[src/rtl/uart_tx_arbiter_pkg.sv]
// Shared types and constants for the UART transmit arbiter.
// Build option: UART_ARB_LOCK_EN (packet lock) is consumed by uart_tx_arbiter.
package uart_arb_pkg;

  typedef enum logic [1:0] {IDLE, ISSUE, WAIT_HI, WAIT_LO} arb_state_e;

  localparam int UART_DW = 8;

  // Circular increment of an index in 0..n-1.
  function automatic int wrap_inc(input int v, input int n);
    return (v >= n - 1) ? 0 : v + 1;
  endfunction

endpackage

[src/rtl/uart_tx_arbiter_if.sv]
// Requester and UART-side signals of the transmit arbiter.
// master: the arbiter itself; slave: requesters plus uart seen from outside.
interface uart_tx_arbiter_if #(
  parameter int NREQ = 2,
  parameter int DW   = 8
);
  localparam int GW = $clog2(NREQ);

  logic [NREQ-1:0]    req_valid;
  logic [NREQ*DW-1:0] req_data;
  logic [NREQ-1:0]    req_last;
  logic [NREQ-1:0]    req_ready;
  logic               uart_tx_valid;
  logic [DW-1:0]      uart_tx_data;
  logic               uart_tx_busy;
  logic [GW-1:0]      grant_id;
  logic               active;

  modport master (
    input  req_valid, req_data, req_last, uart_tx_busy,
    output req_ready, uart_tx_valid, uart_tx_data, grant_id, active
  );

  modport slave (
    output req_valid, req_data, req_last, uart_tx_busy,
    input  req_ready, uart_tx_valid, uart_tx_data, grant_id, active
  );

endinterface

[src/rtl/uart_tx_arbiter_rr_pick.sv]
// Combinational round-robin search: first set bit of valid_i at or after
// ptr_i, wrapping circularly. Usable for any shared resource.
module rr_pick #(
  parameter int N  = 2,
  parameter int IW = $clog2(N)
) (
  input  logic [N-1:0]  valid_i,
  input  logic [IW-1:0] ptr_i,
  output logic [IW-1:0] idx_o,
  output logic          found_o
);

  // Scan offsets from farthest to nearest so the nearest hit wins.
  always_comb begin
    int pos;
    idx_o   = '0;
    found_o = 1'b0;
    pos     = 0;
    for (int k = N - 1; k >= 0; k--) begin
      pos = int'(ptr_i) + k;
      if (pos >= N) pos = pos - N;
      if (valid_i[pos]) begin
        found_o = 1'b1;
        idx_o   = IW'(pos);
      end
    end
  end

endmodule

[src/rtl/uart_tx_arbiter.sv]
// Round-robin arbiter sharing one UART transmitter among NREQ byte producers.
// Each byte: IDLE grant -> ISSUE pulse -> WAIT_HI (busy rise or timeout)
// -> WAIT_LO (busy fall). Define UART_ARB_LOCK_EN to hold the grant on one
// requester until a byte flagged req_last completes.
module uart_tx_arbiter
  import uart_arb_pkg::*;
#(
  parameter int NREQ         = 2,
  parameter int DW           = UART_DW,
  parameter int BUSY_TIMEOUT = 4
) (
  input logic               clk,
  input logic               rst,
  uart_tx_arbiter_if.master bus
);

  localparam int GW = $clog2(NREQ);
  localparam int CW = $clog2(BUSY_TIMEOUT + 1);

  arb_state_e      state_q, state_d;
  logic [GW-1:0]   gid_q, gid_d;
  logic [GW-1:0]   ptr_q, ptr_d;
  logic [DW-1:0]   data_q, data_d;
  logic [CW-1:0]   cnt_q, cnt_d;
  logic [NREQ-1:0] pick_valid;
  logic [GW-1:0]   pick_idx;
  logic            pick_found;
  logic [GW-1:0]   ptr_after;

`ifdef UART_ARB_LOCK_EN
  logic lock_q, lock_d;
  logic last_q, last_d;

  // While a packet is open only its owner is eligible.
  always_comb begin
    pick_valid = bus.req_valid;
    if (lock_q) pick_valid = bus.req_valid & (NREQ'(1) << gid_q);
  end
`else
  logic unused_last;
  assign unused_last = ^bus.req_last;

  // Plain per-byte arbitration: every valid requester competes.
  always_comb pick_valid = bus.req_valid;
`endif

  rr_pick #(.N(NREQ), .IW(GW)) u_pick (
    .valid_i (pick_valid),
    .ptr_i   (ptr_q),
    .idx_o   (pick_idx),
    .found_o (pick_found)
  );

  assign ptr_after = GW'(wrap_inc(int'(gid_q), NREQ));

  // Next-state logic for the byte sequencer.
  always_comb begin
    state_d = state_q;
    gid_d   = gid_q;
    ptr_d   = ptr_q;
    data_d  = data_q;
    cnt_d   = cnt_q;
`ifdef UART_ARB_LOCK_EN
    lock_d  = lock_q;
    last_d  = last_q;
`endif
    case (state_q)
      IDLE: begin
        if (!bus.uart_tx_busy && pick_found) begin
          gid_d   = pick_idx;
          data_d  = bus.req_data[int'(pick_idx)*DW +: DW];
`ifdef UART_ARB_LOCK_EN
          last_d  = bus.req_last[pick_idx];
`endif
          state_d = ISSUE;
        end
      end
      ISSUE: begin
        cnt_d   = '0;
        state_d = WAIT_HI;
      end
      WAIT_HI: begin
        // A uart that finishes before we notice busy is covered by the timeout.
        if (bus.uart_tx_busy || cnt_q == CW'(BUSY_TIMEOUT - 1)) begin
          state_d = WAIT_LO;
        end else begin
          cnt_d = cnt_q + CW'(1);
        end
      end
      WAIT_LO: begin
        if (!bus.uart_tx_busy) begin
          state_d = IDLE;
`ifdef UART_ARB_LOCK_EN
          if (last_q) begin
            lock_d = 1'b0;
            ptr_d  = ptr_after;
          end else begin
            lock_d = 1'b1;
          end
`else
          ptr_d = ptr_after;
`endif
        end
      end
      default: state_d = IDLE;
    endcase
  end

  // State register; reset abandons any byte in flight.
  always_ff @(posedge clk) begin
    if (rst) begin
      state_q <= IDLE;
      gid_q   <= '0;
      ptr_q   <= '0;
      data_q  <= '0;
      cnt_q   <= '0;
`ifdef UART_ARB_LOCK_EN
      lock_q  <= 1'b0;
      last_q  <= 1'b0;
`endif
    end else begin
      state_q <= state_d;
      gid_q   <= gid_d;
      ptr_q   <= ptr_d;
      data_q  <= data_d;
      cnt_q   <= cnt_d;
`ifdef UART_ARB_LOCK_EN
      lock_q  <= lock_d;
      last_q  <= last_d;
`endif
    end
  end

  assign bus.uart_tx_valid = (state_q == ISSUE);
  assign bus.uart_tx_data  = data_q;
  assign bus.grant_id      = gid_q;
  assign bus.active        = (state_q != IDLE);

  // Accept pulse goes only to the granted requester, in the ISSUE cycle.
  for (genvar gi = 0; gi < NREQ; gi++) begin : g_ready
    assign bus.req_ready[gi] = (state_q == ISSUE) && (gid_q == GW'(gi));
  end

endmodule

[src/flat_wrapper.sv]
// flat-port wrapper written by rule: the top's interface ports become plain ports
module uart_tx_arbiter_flat import uart_arb_pkg::*;
#(
  parameter int NREQ         = 2,
  parameter int DW           = UART_DW,
  parameter int BUSY_TIMEOUT = 4
)
  (clk, rst, bus_req_valid, bus_req_data, bus_req_last, bus_uart_tx_busy, bus_req_ready, bus_uart_tx_valid, bus_uart_tx_data, bus_grant_id, bus_active);
  uart_tx_arbiter_if #(.NREQ(NREQ), .DW(DW)) bus_i ();
  input logic clk;
  input logic rst;
  input wire logic [$bits(bus_i.req_valid)-1:0] bus_req_valid;
  input wire logic [$bits(bus_i.req_data)-1:0] bus_req_data;
  input wire logic [$bits(bus_i.req_last)-1:0] bus_req_last;
  input wire logic [$bits(bus_i.uart_tx_busy)-1:0] bus_uart_tx_busy;
  output wire logic [$bits(bus_i.req_ready)-1:0] bus_req_ready;
  output wire logic [$bits(bus_i.uart_tx_valid)-1:0] bus_uart_tx_valid;
  output wire logic [$bits(bus_i.uart_tx_data)-1:0] bus_uart_tx_data;
  output wire logic [$bits(bus_i.grant_id)-1:0] bus_grant_id;
  output wire logic [$bits(bus_i.active)-1:0] bus_active;
  assign bus_i.req_valid = bus_req_valid;
  assign bus_i.req_data = bus_req_data;
  assign bus_i.req_last = bus_req_last;
  assign bus_i.uart_tx_busy = bus_uart_tx_busy;
  assign bus_req_ready = bus_i.req_ready;
  assign bus_uart_tx_valid = bus_i.uart_tx_valid;
  assign bus_uart_tx_data = bus_i.uart_tx_data;
  assign bus_grant_id = bus_i.grant_id;
  assign bus_active = bus_i.active;
  uart_tx_arbiter #(.NREQ(NREQ), .DW(DW), .BUSY_TIMEOUT(BUSY_TIMEOUT)) u_core (.clk(clk), .rst(rst), .bus(bus_i));
endmodule
[config.mk]
export PLATFORM = sky130hd
export DESIGN_NAME = uart_tx_arbiter_flat
export DESIGN_NICKNAME = d
export VERILOG_FILES = /design/src/rtl/uart_tx_arbiter_pkg.sv /design/src/rtl/uart_tx_arbiter_if.sv /design/src/rtl/uart_tx_arbiter_rr_pick.sv /design/src/rtl/uart_tx_arbiter.sv /design/src/flat_wrapper.sv
export SDC_FILE = /design/constraint.sdc
export NUM_CORES = 1
export LEC_CHECK = 0
export ABC_AREA = 1
export CORE_MARGIN = 4
export CORE_UTILIZATION = 45
export DETAILED_ROUTE_END_ITERATION = 16
export PLACE_DENSITY = 0.91
export SYNTH_ARGS = -nofsm -noshare
export SYNTH_HDL_FRONTEND = slang
export SYNTH_SLANG_ARGS = --single-unit
[constraint.sdc]
create_clock -name clk -period 2.75 [get_ports clk]
set_clock_uncertainty 0.15 [all_clocks]
set_input_delay 0.275 -clock clk [delete_from_list [all_inputs] [get_ports clk]]
set_output_delay 0.275 -clock clk [all_outputs]
set_load 0.01 [all_outputs]
==> results_dict.tcl <==
set metrics [dict create \
    syn_avg_cell_area_um2 6.61 \
    cts.path.max_buffers 2 \
    final_common_cell "nand2_1" \
    via_per_inst 4.55 \
    grt_max_degree 12 \
    timing.final.crit_share 0.745 \
    synth_top_family_by_area "simple AND/OR/NAND/NOR gates" \
    internal_power_uw 553 \
    power_frac_comb 0.531 \
    drive_gt1_frac 0.0774 \
    holdPathEnd "u_core.cnt_q[0]" \
    rr_worst_depth 7 \
    route.detailed.drc 0 \
    via_count 878 \
    syn_to_final_growth_pct 44.0 \
    grtUsageTotal 0.165 \
    dieArea_mm2 0.00271 \
    tns_ps 0 \
    synth_seq_cells 15 \
    clkSlewWorstSetupHoldPaths_ps 90 \
    ctsRootBufferMaster "clkbuf_4" \
    end_kind "output pin" \
    reg2reg_from "u_core.cnt_q[0]" \
    ys_warn_count 0 \
    diodes 0 \
    worstSetupStartpointType "register" \
    power.leakage_uw 0.000611 \
    syn_inst 132 \
    synth_mux_area_frac 0 \
    crit_fanout 4 \
    p_clk_frac 0.138 \
    drv_cap 0 \
    rsz0062_at_grt "no" \
    fin_nets 198 \
    worst_slew_pin_slew_ps 428 \
    netlist_area_um2 872 \
    final_cell_mix "36 x nand2_1, 33 x clkdlybuf4s50_1, 27 x inv_1" \
    io_buffers 33 \
    slew_headroom 0.713 \
    vdd_drop_max_mv 0.447 \
    avgRoutedWirePerCell_um 10.8 \
    gp_congestion 0.805 \
    hold_start "u_core.cnt_q[0]" \
    syn_nets 161 \
    power_density_mw_per_mm2 723 \
    r2r-end "u_core.cnt_q[2]" \
    whs_ps 328 \
    cts-buffers-inserted 3 \
    die_x_um 52.0 \
    htreeDepth 1 \
    grt_pass1_wl_um 3370 \
    sw_frac_of_total 0.391 \
    worst_ep_required_time_ps 2330 \
    rrSetupSlack_ps 1240 \
    status "completed" \
    cts_num_sinks 15 \
    synth-compound-area-share 0.121 \
    fin_crit_ps 2050 \
    antenna_found_initial 0 \
    finalWirelength_um 2080 \
    drt_iter0_drc 15 \
    grt.overflow.total 0 \
    holdPathStages 1 \
    synth-adder-area-share 0.0861 \
    hp-class "reg -> reg" \
    setup_viol 0 \
    row_count 15 \
    first_global_vias 785 \
    final-hold-violation-count 0 \
    cts_hold_repair.buffers 0 \
    initial_core_util 0.489 \
    synth-simple-area-share 0.306 \
    fillCellCount 142 \
    total_power_uw 908 \
    power_frac_seq 0.331 \
    worstPathArrival_ps 1620 \
    ys_seq_area_frac 0.344 \
    postCtsSetupBuffers 0 \
    coreArea_mm2 0.00178 \
    synthXorXnorAreaFrac 0 \
    fmax_mhz 488 \
    crit_type "reg -> out" \
    slew_violations 0 \
    synth_cell_types 18 \
    final_core_util 0.705 \
    cts_tree "built" \
    drt-pass1-iter-count 4 \
    p_sw_uw 355 \
    pin_count 36 \
    die_y_um 52.0 \
    post_cts_resized 0 \
    clock_latency_ps 270 \
    hpwl_um 1700 \
    antenna_left 0 \
]
[registers in the layout, indices dropped and copies added, names as in the netlist]
name and count:
u_core.ptr_q 1, u_core.bus.grant_id 1, u_core.bus.uart_tx_data 8, u_core.state_q 2
u_core.cnt_q 3
[through the flow]
stage	std cells	setup WS (ps)	instance area, um2
final	193	702	1260
after global routing	193	587	1260
after CTS	193	670	1260
after detailed placement	189	977	1230
after global placement	189	1060	1230
after floorplan	132	1350	872
[critical path, stage by stage, from the launching register on]
cell	delay (ps)
dfxtp_1	370
inv_1	90
ha_1	280
inv_1	80
clkdlybuf4s50_1	530
[cells by family after synthesis]
group / after synthesis
compound gates: 19
fa+ha+maj: 6
buf+inv: 32
flops: 15
simple gates: 60
[cell usage after synthesis]
master / n / share of area
nand3_1: 12 / 0.069
dfxtp_1: 15 / 0.34
o21ai_0: 1 / 0.0057
nor2_4: 1 / 0.013
a21oi_2: 1 / 0.010
clkinv_4: 1 / 0.010
nor2_1: 8 / 0.034
clkbuf_1: 1 / 0.0043
nand3_4: 1 / 0.020
o21a_1: 1 / 0.0086
inv_2: 3 / 0.013
o21ai_2: 1 / 0.010
inv_1: 27 / 0.12
nand2_1: 36 / 0.15
o21ai_1: 1 / 0.0057
nand2_2: 2 / 0.014
a21oi_1: 14 / 0.080
ha_1: 6 / 0.086
[area by class of cell]
cell class	count	area [um2]	area share
repair buffers	33	330	0.263
clock buffers	4	26.3	0.0209
inverters	31	121	0.0966
multi-input cells	85	447	0.356
well taps	25	31.3	0.0249
flip-flops and latches	15	300	0.239
[power by group through the flow]
stage	logic (uW)	clock network (uW)	registers, uW
finish	482	126	300
global route	539	140	309
CTS	487	130	301
detailed placement	484	0	307
global placement	465	0	302
floorplan	277	0	315
[how the worst max path moves through the flow]
stage	start	end	depth (start not counted)
5_1_grt	u_core.state_q[0]	bus_active	4
4_1_cts	u_core.state_q[0]	bus_active	4
2_1_floorplan	u_core.cnt_q[0]	u_core.cnt_q[2]	7
6_report	u_core.state_q[0]	bus_active	4
3_3_place_gp	u_core.state_q[0]	bus_active	4
3_5_place_dp	u_core.state_q[0]	bus_active	4
[routing by layer]
| layer | GRT usage | part of all wire | vias up |
|---|---|---|---|
| li1 | - | - | 474 |
| met1 | 0.193 | 0.41 | 378 |
| met2 | 0.301 | 0.52 | 24 |
| met3 | 0.00860 | 0.051 | 2 |
| met4 | 0.0786 | 0.013 | 0 |
| met5 | 0 | 0 | - |
(Power assumes the default switching activity.)
